<file path="config.mk">
export PLATFORM = sky130hd
export DESIGN_NAME = cn_minsum
export DESIGN_NICKNAME = d
export VERILOG_FILES = /design/src/rtl/cn_pkg.sv /design/src/rtl/cn_min_tracker.sv /design/src/rtl/cn_minsum.sv
export SDC_FILE = /design/constraint.sdc
export NUM_CORES = 1
export LEC_CHECK = 0
export CELL_PAD_IN_SITES_DETAIL_PLACEMENT = 0
export CELL_PAD_IN_SITES_GLOBAL_PLACEMENT = 1
export CORE_MARGIN = 3
export CORE_UTILIZATION = 45
export CTS_CLUSTER_DIAMETER = 80
export CTS_CLUSTER_SIZE = 30
export DETAILED_ROUTE_END_ITERATION = 12
export GPL_TIMING_DRIVEN = 0
export PLACE_DENSITY_LB_ADDON = 0.1
export SLEW_MARGIN = 20
export SYNTH_ARGS = -nofsm -noshare
export SYNTH_HDL_FRONTEND = slang
export SYNTH_SLANG_ARGS = --single-unit
export TNS_END_PERCENT = 50
</file>
<file path="constraint.sdc">
create_clock -name clk -period 5.37 [get_ports clk]
set_input_delay 0.8055 -clock clk [delete_from_list [all_inputs] [get_ports clk]]
set_output_delay 0.8055 -clock clk [all_outputs]
set_load 0.02 [all_outputs]
</file>
<file path="src/rtl/cn_pkg.sv">
// cn_pkg: shared widths, saturation limit and FSM encodings for the min-sum check node
package cn_pkg;
    localparam int LLR_W = 6;
    localparam int MAG_W = 5;
    localparam logic [MAG_W-1:0] MAG_MAX = 5'd31;
    localparam logic [0:0] C_COLLECT = 1'b0;
    localparam logic [0:0] C_HOLD = 1'b1;
    localparam logic [0:0] E_IDLE = 1'b0;
    localparam logic [0:0] E_EMIT = 1'b1;
endpackage

</file>
<file path="src/rtl/cn_min_tracker.sv">
// cn_min_tracker: one step of the running min1/min2/index/sign-parity update
module cn_min_tracker
    import cn_pkg::*;
#(
    parameter int IW = 4
) (
    input  logic [MAG_W-1:0] min1,
    input  logic [MAG_W-1:0] min2,
    input  logic [IW-1:0]    idx,
    input  logic             sgn,
    input  logic [MAG_W-1:0] mag,
    input  logic             vsgn,
    input  logic [IW-1:0]    e_idx,
    output logic [MAG_W-1:0] n_min1,
    output logic [MAG_W-1:0] n_min2,
    output logic [IW-1:0]    n_idx,
    output logic             n_sgn
);
    // strict compares so ties keep the earlier index
    always_comb begin
        n_min1 = (mag < min1) ? mag : min1;
        n_min2 = (mag < min1) ? min1 : ((mag < min2) ? mag : min2);
        n_idx  = (mag < min1) ? e_idx : idx;
        n_sgn  = sgn ^ vsgn;
    end
endmodule

</file>
<file path="src/rtl/cn_minsum.sv">
// cn_minsum: ping-pong min-sum check node; define CN_OFFSET_EN for offset min-sum
module cn_minsum
    import cn_pkg::*;
#(
    parameter int DC = 16,
    parameter int OFFSET = 1
) (
    input  logic             clk,
    input  logic             reset,
    input  logic [LLR_W-1:0] vin,
    input  logic             vin_en,
    output logic             in_ready,
    output logic [LLR_W-1:0] cout,
    output logic             cout_en,
    output logic             err_ovf
);
    localparam int CW = (DC > 1) ? $clog2(DC) : 1;
    localparam logic [CW-1:0] LAST = CW'(DC - 1);
    localparam logic [MAG_W-1:0] OFF = MAG_W'(OFFSET);
`ifdef CN_OFFSET_EN
    localparam bit OFF_EN = 1'b1;
`else
    localparam bit OFF_EN = 1'b0;
`endif

    logic [0:0] cst_q, cst_d, est_q, est_d;
    logic [CW-1:0] cnt_q, cnt_d, ecnt_q, ecnt_d;
    logic bank_q, bank_d, ebank_q, ebank_d;
    logic [MAG_W-1:0] min1_q, min1_d, min2_q, min2_d;
    logic [CW-1:0] idx_q, idx_d;
    logic sgn_q, sgn_d;
    logic smem_q [2][DC];
    logic smem_d [2][DC];
    logic [MAG_W-1:0] bmin1_q [2], bmin1_d [2], bmin2_q [2], bmin2_d [2];
    logic [CW-1:0] bidx_q [2], bidx_d [2];
    logic bsgn_q [2], bsgn_d [2];
    logic [LLR_W-1:0] cout_q, cout_d, vneg, val;
    logic err_q, err_d;
    logic [MAG_W-1:0] vmag, m, mo;
    logic [MAG_W-1:0] t_min1, t_min2;
    logic [CW-1:0] t_idx;
    logic t_sgn, s;
    logic accept, last, done, e_last, e_free, handover;

    assign in_ready = cst_q == C_COLLECT;
    assign accept   = vin_en && in_ready;
    assign last     = cnt_q == LAST;
    assign done     = accept && last;
    assign e_last   = ecnt_q == LAST;
    assign e_free   = (est_q == E_IDLE) || e_last;
    assign handover = (done || cst_q == C_HOLD) && e_free;
    assign err_ovf  = err_q;
    assign vneg     = -vin;
    assign vmag     = (vin == 6'b100000) ? MAG_MAX : (vin[5] ? vneg[4:0] : vin[4:0]);

    cn_min_tracker #(.IW(CW)) u_trk (
        .min1(min1_q), .min2(min2_q), .idx(idx_q), .sgn(sgn_q),
        .mag(vmag), .vsgn(vin[5]), .e_idx(cnt_q),
        .n_min1(t_min1), .n_min2(t_min2), .n_idx(t_idx), .n_sgn(t_sgn)
    );

    // collect side: accumulate a group into the write bank, publish its summary on the last beat
    always_comb begin
        cst_d = cst_q;
        cnt_d = cnt_q;
        bank_d = bank_q;
        min1_d = min1_q;
        min2_d = min2_q;
        idx_d = idx_q;
        sgn_d = sgn_q;
        smem_d = smem_q;
        bmin1_d = bmin1_q;
        bmin2_d = bmin2_q;
        bidx_d = bidx_q;
        bsgn_d = bsgn_q;
        err_d = err_q | (vin_en & ~in_ready);
        if (accept) begin
            smem_d[bank_q][cnt_q] = vin[5];
            cnt_d = last ? '0 : cnt_q + 1'b1;
            min1_d = last ? MAG_MAX : t_min1;
            min2_d = last ? MAG_MAX : t_min2;
            idx_d = last ? '0 : t_idx;
            sgn_d = last ? 1'b0 : t_sgn;
            if (last) begin
                bmin1_d[bank_q] = t_min1;
                bmin2_d[bank_q] = t_min2;
                bidx_d[bank_q] = t_idx;
                bsgn_d[bank_q] = t_sgn;
            end
        end
        if (handover) begin
            bank_d = ~bank_q;
            cst_d = C_COLLECT;
        end else if (done) begin
            cst_d = C_HOLD;
        end
    end

    // emit side: walk edges 0..DC-1 of the read bank, chaining straight into the next group
    always_comb begin
        est_d = est_q;
        ecnt_d = ecnt_q;
        ebank_d = ebank_q;
        if (est_q == E_EMIT) begin
            ecnt_d = e_last ? '0 : ecnt_q + 1'b1;
            est_d = e_last ? E_IDLE : E_EMIT;
        end
        if (handover) begin
            est_d = E_EMIT;
            ecnt_d = '0;
            ebank_d = bank_q;
        end
    end

    // output: min2 on the min1 edge, optional offset, then apply extrinsic sign; hold when idle
    always_comb begin
        m = (ecnt_q == bidx_q[ebank_q]) ? bmin2_q[ebank_q] : bmin1_q[ebank_q];
        mo = !OFF_EN ? m : ((m > OFF) ? m - OFF : '0);
        s = bsgn_q[ebank_q] ^ smem_q[ebank_q][ecnt_q];
        val = s ? -{1'b0, mo} : {1'b0, mo};
        cout_en = est_q == E_EMIT;
        cout = cout_en ? val : cout_q;
        cout_d = cout;
    end

    // state registers with asynchronous active-low reset
    always_ff @(posedge clk or negedge reset) begin
        if (!reset) begin
            cst_q <= C_COLLECT;
            est_q <= E_IDLE;
            cnt_q <= '0;
            ecnt_q <= '0;
            bank_q <= 1'b0;
            ebank_q <= 1'b0;
            min1_q <= MAG_MAX;
            min2_q <= MAG_MAX;
            idx_q <= '0;
            sgn_q <= 1'b0;
            cout_q <= '0;
            err_q <= 1'b0;
            for (int b = 0; b < 2; b++) begin
                bmin1_q[b] <= MAG_MAX;
                bmin2_q[b] <= MAG_MAX;
                bidx_q[b] <= '0;
                bsgn_q[b] <= 1'b0;
                for (int i = 0; i < DC; i++) smem_q[b][i] <= 1'b0;
            end
        end else begin
            cst_q <= cst_d;
            est_q <= est_d;
            cnt_q <= cnt_d;
            ecnt_q <= ecnt_d;
            bank_q <= bank_d;
            ebank_q <= ebank_d;
            min1_q <= min1_d;
            min2_q <= min2_d;
            idx_q <= idx_d;
            sgn_q <= sgn_d;
            cout_q <= cout_d;
            err_q <= err_d;
            bmin1_q <= bmin1_d;
            bmin2_q <= bmin2_d;
            bidx_q <= bidx_d;
            bsgn_q <= bsgn_d;
            smem_q <= smem_d;
        end
    end
endmodule
</file>
Word-level counts from Yosys, hierarchy flattened. Index checks and enable logic that the tools add are counted.

Add/subtract/negate cells: 4. Order comparisons: 8. Equality and inequality tests: 4. Multiplexer cells: 55. Bitwise gates (word level): 11. Reduce and logical (&&, ||, !) cells: 10.

Operators with widths (count): two-way mux 5 bit (15); two-way mux 16 bit (4); two-way mux 4 bit (10); bitwise mux 32 bit (1); bitwise mux 10 bit (2); demux 16 bit (select 1 bit) (1); two-way mux 1 bit (13); two-way mux 6 bit (2); greater-or-equal comparator 5 bit, second input constant (2); less-than comparator 5 bit (2); NOT 4 -> 5 bit (2); adder 4 x 1 -> 4 bit, second input constant (2); bitwise mux 8 bit (1); equality test 4 bit, second input constant (2); equality test 6 bit, second input constant (1); negation 5 -> 6 bit (1); demux 5 bit (select 1 bit) (1); logical AND 1 bit (5); less-than comparator 5 x 1 -> 1 bit, second input constant (1); negation 5 bit (1); binary-select mux 1 bit (select 4 bit) (1); demux 1 bit (select 4 bit) (1); demux 4 bit (select 1 bit) (1); equality test 4 bit (1); 12 further kinds (19).

Bits in registers: 96. Input bits: 9. Output and inout bits: 9. Logic and storage cells: 144.

Logic depth before layout (Yosys ltp). Gate-level depths: netlist of run 1.

Word-level depth: 10. Gate-level depth with buffers: 13. Depth with buffers taken out: 13.

By module. Synthesis of run 1 repeated with hierarchy kept, for this count alone.

Cells, all modules: 445. Area total of the unflattened synthesis: 5216.3 um^2.

By module, submodules not included: cn_minsum (instances 1, cells each 378, area an instance 4695.8 um^2, sequential area each 2439.8 um^2); cn_min_tracker (instances 1, cells each 67, area an instance 520.5 um^2, sequential area each 0.0 um^2).

Least setup slack after synthesis of run 1. No wires, ideal clock.

Path type: flip-flop to output port. Start: register ecnt_q[0]. End: output cout[2]. Arrival time: 2.740 ns. Required time: 4.564 ns. Slack: 1.824 ns. Cell stages (with the launch flop): 9. Path buffers: 1. Cell sequence: dfrtp_1 -> clkbuf_1 -> mux4_2 -> mux2_4 -> a2111oi_4 -> nor3_2 -> or2_4 -> or3_1 -> a31oi_1.

Longest elaborated chain between the ends: 7. Elaborated cells on any way between the ends: 10. Those cells by class: add/sub (1); eq/ne (1); mux (6); bitwise (2).

Ends and longest elaborated chain: start: declaration (RTL line cn_minsum.sv:27) `logic [CW-1:0] cnt_q, cnt_d, ecnt_q, ecnt_d;`; start signal: assignment (RTL line cn_minsum.sv:152) `ecnt_q <= ecnt_d;`; branches (longest 5 deep; another with negation 5 -> 6 bit); two-way mux 6 bit (*) (RTL line cn_minsum.sv:120) `val = s ? -{1'b0, mo} : {1'b0, mo};`; two-way mux 6 bit (*) (RTL line cn_minsum.sv:122) `cout = cout_en ? val : cout_q;`; end: declaration (RTL line cn_minsum.sv:13) `output logic [LLR_W-1:0] cout,`.

Every way passes the cells marked *. The select of a mux whose other input is x is not followed.

Final worst setup path of run 1. Ends and elaborated chain as after synthesis.

==> results of run 1 <==
-- state kept, by name, summed over array words and instances (netlist names) --
signal	flops
bank_q	1
bidx_q	8
bmin1_q	10
bmin2_q	10
bsgn_q	2
cnt_q	4
cout_en	1
cout_q	6
cst_q	1
ebank_q	1
ecnt_q	4
err_ovf	1
idx_q	4
min1_q	5
min2_q	5
sgn_q	1
smem_q	32
-- layer usage --
| layer | wire [µm] | up-vias | part of all wire [%] |
|---|---|---|---|
| met5 | 0 | - | 0 |
| met4 | 149 | 0 | 1.3 |
| met3 | 323 | 17 | 2.8 |
| met2 | 5301 | 59 | 45 |
| met1 | 5943 | 1843 | 51 |
| li1 | - | 1762 | - |
-- layout make-up --
class	instances	area [µm²]
multi-input combinational	347	2432
tap	140	175.2
inverter	18	67.56
clock inverter	4	21.27
sequential	96	2440
fill	1023	5298
buffer	28	113.9
clock buffer	11	141.4
timing repair buffer	18	198.9
-- worst max-delay path: cells and delay by family (launching register included) --
family / cells / cell delay, ns
AOI/OAI and AO/OA: 2 / 0.63
buffers and inverters: 2 / 1.12
DFF: 1 / 0.44
muxes: 2 / 0.74
and+or+nand+nor: 3 / 0.73
-- kinds of logic (layout without fill, tap and decap cells) --
| group | Yosys count | count (layout) | share of synthesized area [%] |
|---|---|---|---|
| AND/OR/NAND/NOR | 156 | 156 | 13.34 |
| AO/OA/AOI/OAI | 99 | 99 | 11.86 |
| flip-flops | 96 | 96 | 48.28 |
| multiplexers | 66 | 66 | 17.31 |
| buffers and inverters | 46 | 79 | 3.590 |
| adder cells (fa/ha/maj) | 15 | 15 | 3.714 |
| XOR/XNOR | 11 | 11 | 1.906 |
-- per-stage QoR --
stage	cells	hold slack [ns]	util [%]	setup WS [ns]
6_report	662	0.3512	51.34	0.5421
5_1_grt	662	0.3647	51.34	0.3844
2_1_floorplan	489	0.4492	-	1.824
3_5_place_dp	647	0.4526	49.85	0.9380
3_3_place_gp	646	0.4392	49.59	-0.08010
4_1_cts	662	0.3417	51.34	0.5421
-- placed cells by master, fill, tap and decap left out, drive strengths merged, types with 2 or more instances in the layout --
cell type / Yosys / layout
dfrtp: 66 / 66
nand2: 64 / 64
nor2: 48 / 48
o21ai: 45 / 45
mux2: 42 / 42
clkbuf: 25 / 36
dfstp: 30 / 30
a21oi: 27 / 27
inv: 18 / 18
nor3: 17 / 17
clkdlybuf4s50: 0 / 16
ha: 15 / 15
mux2i: 12 / 12
mux4: 12 / 12
nand3: 9 / 9
xnor2: 7 / 7
nor2b: 6 / 6
a22oi: 5 / 5
buf: 3 / 5
xor2: 4 / 4
a21o: 4 / 4
a22o: 4 / 4
clkinv: 0 / 3
nor3b: 2 / 2
o211ai: 2 / 2
nand4: 2 / 2
o31ai: 2 / 2
a211o: 2 / 2
and3: 2 / 2
nand2b: 2 / 2
or2: 2 / 2
-- worst min path at each step --
stage,from,to,slack (ns),depth (start not counted)
after floorplan,bidx_q[4]$_DFFE_PN0P_,bidx_q[4]$_DFFE_PN0P_,0.45,2
after global placement,err_ovf$_DFF_PN0_,err_ovf$_DFF_PN0_,0.44,1
after detailed placement,err_ovf$_DFF_PN0_,err_ovf$_DFF_PN0_,0.45,1
after CTS,reset,sgn_q$_DFFE_PN0P_,0.34,1
after global routing,reset,idx_q[1]$_DFFE_PN0P_,0.36,1
final,reset,idx_q[1]$_DFFE_PN0P_,0.35,1
-- power by group --
part | internal [W] | total [W] | switching [W]
Combinational | 0.000877 | 0.00195 | 0.00108
Sequential | 0.00111 | 0.00131 | 0.000198
Clock | 0.000176 | 0.000423 | 0.000247
Total | 0.00216 | 0.00368 | 0.00152
==> results_dict.tcl, run 1 <==
set metrics [dict create \
    yosys.area.top_type "dfrtp_1" \
    critical_path_arrival_ns 4.02 \
    nNetsFinal 542 \
    rsz0062_at_grt "false" \
    cp_max_fo 10 \
    hold_path_class "primary input to asynchronous set/reset pin" \
    endpoint_kind "output port" \
    synth_cells 489 \
    path_class "flip-flop to output port" \
    clk_pin_slew_ns 0.09 \
    post_cts_buffers 0 \
    r2r_end "cout_q[2]$_DFF_PN0_" \
    clk_path_buf_depth 2 \
    routabilityCongestion 0.7924 \
    critical_path_required_ns 4.56 \
    cts.sinks 96 \
    drtPass1Iterations 5 \
    leakagePower_nw 2.388 \
    met2_usage_pct 29.02 \
    dieArea_um2 12540 \
    ys_seq_area_share_pct 48.28 \
    synth_seq_cells 96 \
    cts-resized-gates 0 \
    period_minus_slack_ns 4.828 \
    tns_ns 0 \
    core_um2 10890 \
    drt-vias-per-instance 5.560 \
    crit_end "cout[2]" \
    grt_pass1_wl_um 19330 \
    relSlewSlack_pct 57.54 \
    grt_pass1_vias 3678 \
    yosys-top-cells-area "dfrtp_1 33%, dfstp_2 16%, mux2_2 9.1%, nand2_1 4.8%, mux4_2 4.5%" \
    die_x_um 112.0 \
    drive_gt1_share_pct 19.92 \
    ir_drop_v 0.0005255 \
    startpoint "ecnt_q[0]$_DFFE_PN0P_" \
    synth.most_common_cell "dfrtp_1" \
    wl_per_cell_um 17.70 \
    ant_nets 0 \
    finalClockSkew_ns 0.01430 \
    finalSetupViolCount 0 \
    ys_types 46 \
    synth_common_cells "66 x dfrtp_1, 64 x nand2_1, 48 x nor2_1" \
    root_buffer "clkbuf_8" \
    diodes 0 \
    antenna_found_initial 0 \
    path_cells "clkbuf_1 > mux4_2 > mux2_4 > a2111oi_4 > nor3_2 > or2_4 > or3_1 > a31oi_1 > clkdlybuf4s50_1" \
    grt_use_met3_pct 3.098 \
    synth_warnings 0 \
    slowest_stage "clkdlybuf4s50_1" \
    syn_area_um2 5054 \
    r2r_slack_ns 2.26 \
    gr-usage-all-layers_pct 19.49 \
    postCtsHoldBufs 0 \
    synthToLayoutAreaGrowth_pct 10.62 \
    grt_max_degree 60 \
    cts_buffers 9 \
    hold_viol 0 \
    reg2regPathDepth 8 \
    use_met1_pct 29.55 \
    route.detailed.drc 0 \
    synth_top_area_share_pct 32.68 \
    total_power_w 0.003684 \
    floorplan.initialDensity_pct 46.41 \
    drv_cap 0 \
    drtIter0Drc 187 \
    clock.fmax_mhz 207.1 \
    vias 3681 \
    synth_ff_type "dfrtp_1" \
    async_reset_ff_share_pct 100.0 \
    tightest_slew_ns 0.6327 \
    synth_edf_count 0 \
    reg2reg_from "ecnt_q[0]$_DFFE_PN0P_" \
    grt.overflow.total 0 \
    start_kind "flip-flop" \
    synth_area_per_cell_um2 10.33 \
    synth_fp_nets 513 \
    stdcell_area_um2 5590 \
    place_hpwl_um 8541 \
    placed_area_um2 5428 \
    finalMaxSlewViolations 0 \
    powerDensity_nw_per_um2 658.9 \
    grt_busiest_layer "met1" \
    drt-total-wl_um 11720 \
    rows 38 \
    fin_crit_sh_pct 89.91 \
    outcome "completed" \
    port_buffers 17 \
    cts_tree "yes" \
    dieHeight_um 112.0 \
    clk_latency_ns 0.37 \
    h-tree-depth 3 \
    slowest_delay_ns 0.63 \
    io_pins 18 \
]
No activity file was read; power rests on OpenSTA's default activity.
==> run 2, diff against run 1 <==
Settings changed: MAX_ROUTING_LAYER set to met4, SYNTH_HIERARCHICAL set to 1.
==> run 2 against run 1 <==
  * Global-route usage is 0.59 points higher
  * Cell area is 5.5% higher
  * Die area is 3.1% higher
  * Count of clock-buffer cells in the layout is 2 higher
  * Worst hold slack worse by 0.044 ns
  * Highest routed layer unchanged
==> results_dict.tcl, run 2 <==
set metrics [dict create \
    outcome "completed" \
    critical_path_required_ns 4.56 \
    gr-usage-all-layers_pct 20.08 \
    highest_layer "met4" \
    endpoint_kind "output port" \
    largest-register "smem_q" \
    slowest_stage "clkdlybuf4s50_1" \
    grt_pass1_vias 3618 \
    wl_per_cell_um 18.57 \
    path_cells "clkbuf_1 > mux4_2 > mux2_4 > a2111oi_4 > nor3_2 > or2_4 > or3_1 > a31oi_1 > clkdlybuf4s50_1" \
    core_um2 11080 \
    diodes 0 \
    critPathBufInv 2 \
    tns_ns 0 \
    reg.largest.list "smem_q (32), bmin1_q (10), bmin2_q (10)" \
    met1_length_um 5856 \
    floorplan.initialDensity_pct 47.09 \
    port_buffers 17 \
    fin_crit_sh_pct 89.00 \
    layout_common_cells "70 x mux2_2, 66 x dfrtp_1, 42 x nand2_1, 30 x dfstp_2" \
    cp_max_fo 10 \
    synth_seq_cells 96 \
    ir_drop_v 0.0003776 \
    grt_max_degree 76 \
    syn_area_um2 5216 \
    period_minus_slack_ns 4.779 \
    cp_top_family "buffers and inverters" \
    powerDensity_nw_per_um2 621.9 \
    finalClockSkew_ns 0.007561 \
    largest_reg_flops 32 \
    finalMaxSlewViolations 0 \
    leakagePower_nw 2.554 \
    cts_tree "yes" \
    grt_pass1_wl_um 19470 \
    clk_path_buf_depth 2 \
    hold_viol 0 \
    drtIter0Drc 220 \
    synth_edf_count 0 \
    synth_common_cells "70 x mux2_2, 66 x dfrtp_1, 42 x nand2_1" \
    routabilityCongestion 0.8232 \
    path_class "flip-flop to output port" \
    h-tree-depth 3 \
    drt-vias-per-instance 5.708 \
    vias 3533 \
    synth_fp_nets 469 \
    synth.most_common_cell "mux2_2" \
    ys_types 57 \
    dieArea_um2 12920 \
    fillers 1004 \
    rows 38 \
    yosys-top-cells-area "dfrtp_1 32%, dfstp_2 15%, mux2_2 15%, mux4_2 4.3%, ha_1 3.6%" \
    place_hpwl_um 8330 \
    drtPass1Iterations 5 \
    clk_latency_ns 0.34 \
    clk_pin_slew_ns 0.07 \
    synth_ff_type "dfrtp_1" \
    wl_met3_um 495 \
    finalSetupViolCount 0 \
    nNetsFinal 498 \
    root_buffer "clkbuf_16" \
    drt-total-wl_um 11500 \
    placed_area_um2 5590 \
    clock.fmax_mhz 209.2 \
    post_cts_buffers 0 \
    synthToLayoutAreaGrowth_pct 13.10 \
    slowest_delay_ns 0.64 \
    stdcell_area_um2 5899 \
    postCtsHoldBufs 0 \
    die_x_um 113.7 \
    synth_area_per_cell_um2 11.72 \
    yosys.area.top_type "dfrtp_1" \
    cts.sinks 96 \
    tightest_slew_ns 0.6697 \
    antenna_found_initial 0 \
    drive_gt1_share_pct 30.06 \
    ys_seq_area_share_pct 46.77 \
    hold_path_class "primary input to asynchronous set/reset pin" \
    wl_met2_um 4985 \
    async_reset_ff_share_pct 100.0 \
    ant_nets 0 \
    holdWs_ns 0.3074 \
    critical_path_arrival_ns 3.97 \
    drv_cap 0 \
    final_common_cell "mux2_2" \
    grt.overflow.total 0 \
    synth_warnings 6 \
    synth_top_area_share_pct 31.66 \
    relSlewSlack_pct 55.19 \
    route.detailed.drc 0 \
    io_pins 18 \
    rsz0062_at_grt "false" \
    start_kind "flip-flop" \
    cts_buffers 9 \
    synth_cells 445 \
    dieHeight_um 113.7 \
    cts-resized-gates 0 \
]
-- run 2: layer usage --
| layer | track usage (%) | vias to the layer above |
|---|---|---|
| li1 | - | 1691 |
| met1 | 29.83 | 1773 |
| met2 | 28.07 | 59 |
| met3 | 3.448 | 10 |
| met4 | 6.250 | 0 |
| met5 | - | - |
-- run 2: layout make-up --
cell class / count / area [µm²] / area share, %
inverters: 17 / 63.81 / 1.082
repair buffers: 18 / 198.9 / 3.372
clock buffers: 13 / 270.3 / 4.581
plain buffers: 25 / 118.9 / 2.015
clock inverters: 3 / 38.79 / 0.6575
multi-input cells: 307 / 2594 / 43.97
flip-flops and latches: 96 / 2440 / 41.36
well taps: 140 / 175.2 / 2.969
-- run 2: final timing paths --
path / start / end / slack (ns) / depth (start not counted)
max: ecnt_q[0]$_DFFE_PN0P_ / cout[2] / 0.59 / 9
min: reset / ecnt_q[2]$_DFFE_PN0P_ / 0.31 / 1
max reg2reg: ecnt_q[0]$_DFFE_PN0P_ / cout_q[2]$_DFF_PN0_ / 2.28 / 8
min reg2reg: err_ovf$_DFF_PN0_ / err_ovf$_DFF_PN0_ / 0.46 / 1
max in group asynchronous: reset / min1_q[4]$_DFFE_PN1P_ / 4.40 / 2
min in group clk: err_ovf$_DFF_PN0_ / err_ovf$_DFF_PN0_ / 0.46 / 1
-- run 2: through the flow --
| step | worst slack (ns) | power [W] | util, % | instances |
|---|---|---|---|---|
| after floorplan | 1.824 | 0.002502 | - | 445 |
| after global placement | -0.06032 | 0.002979 | 50.20 | 602 |
| after detailed placement | 0.9263 | 0.003017 | 50.46 | 603 |
| after CTS | 0.6065 | 0.003696 | 53.25 | 619 |
| after global routing | 0.3211 | 0.003955 | 53.25 | 619 |
| final | 0.5908 | 0.003669 | 53.25 | 619 |
-- run 2: cells by family after synthesis --
| family | Yosys count | synth area share [%] |
|---|---|---|
| AO/OA/AOI/OAI | 75 | 10.67 |
| XOR/XNOR | 11 | 1.847 |
| adder cells (fa/ha/maj) | 15 | 3.598 |
| buffers and inverters | 42 | 3.502 |
| flip-flops | 96 | 46.77 |
| multiplexers | 94 | 23.03 |
| AND/OR/NAND/NOR | 112 | 10.58 |
-- run 2: power by group --
part / internal [W] / switching (W) / total, W / leakage, nW
logic: 0.000829 / 0.000930 / 0.00176 / 1.23
registers: 0.00106 / 0.000181 / 0.00125 / 1.17
clock network: 0.000397 / 0.000268 / 0.000665 / 0.153
total: 0.00229 / 0.00138 / 0.00367 / 2.55
==> run 3, diff against run 2 <==
Settings changed: ABC_CLOCK_PERIOD_IN_PS set to 5370.
==> results of run 3 <==
Final layout, timing and power as in run 2 (identical DEF).
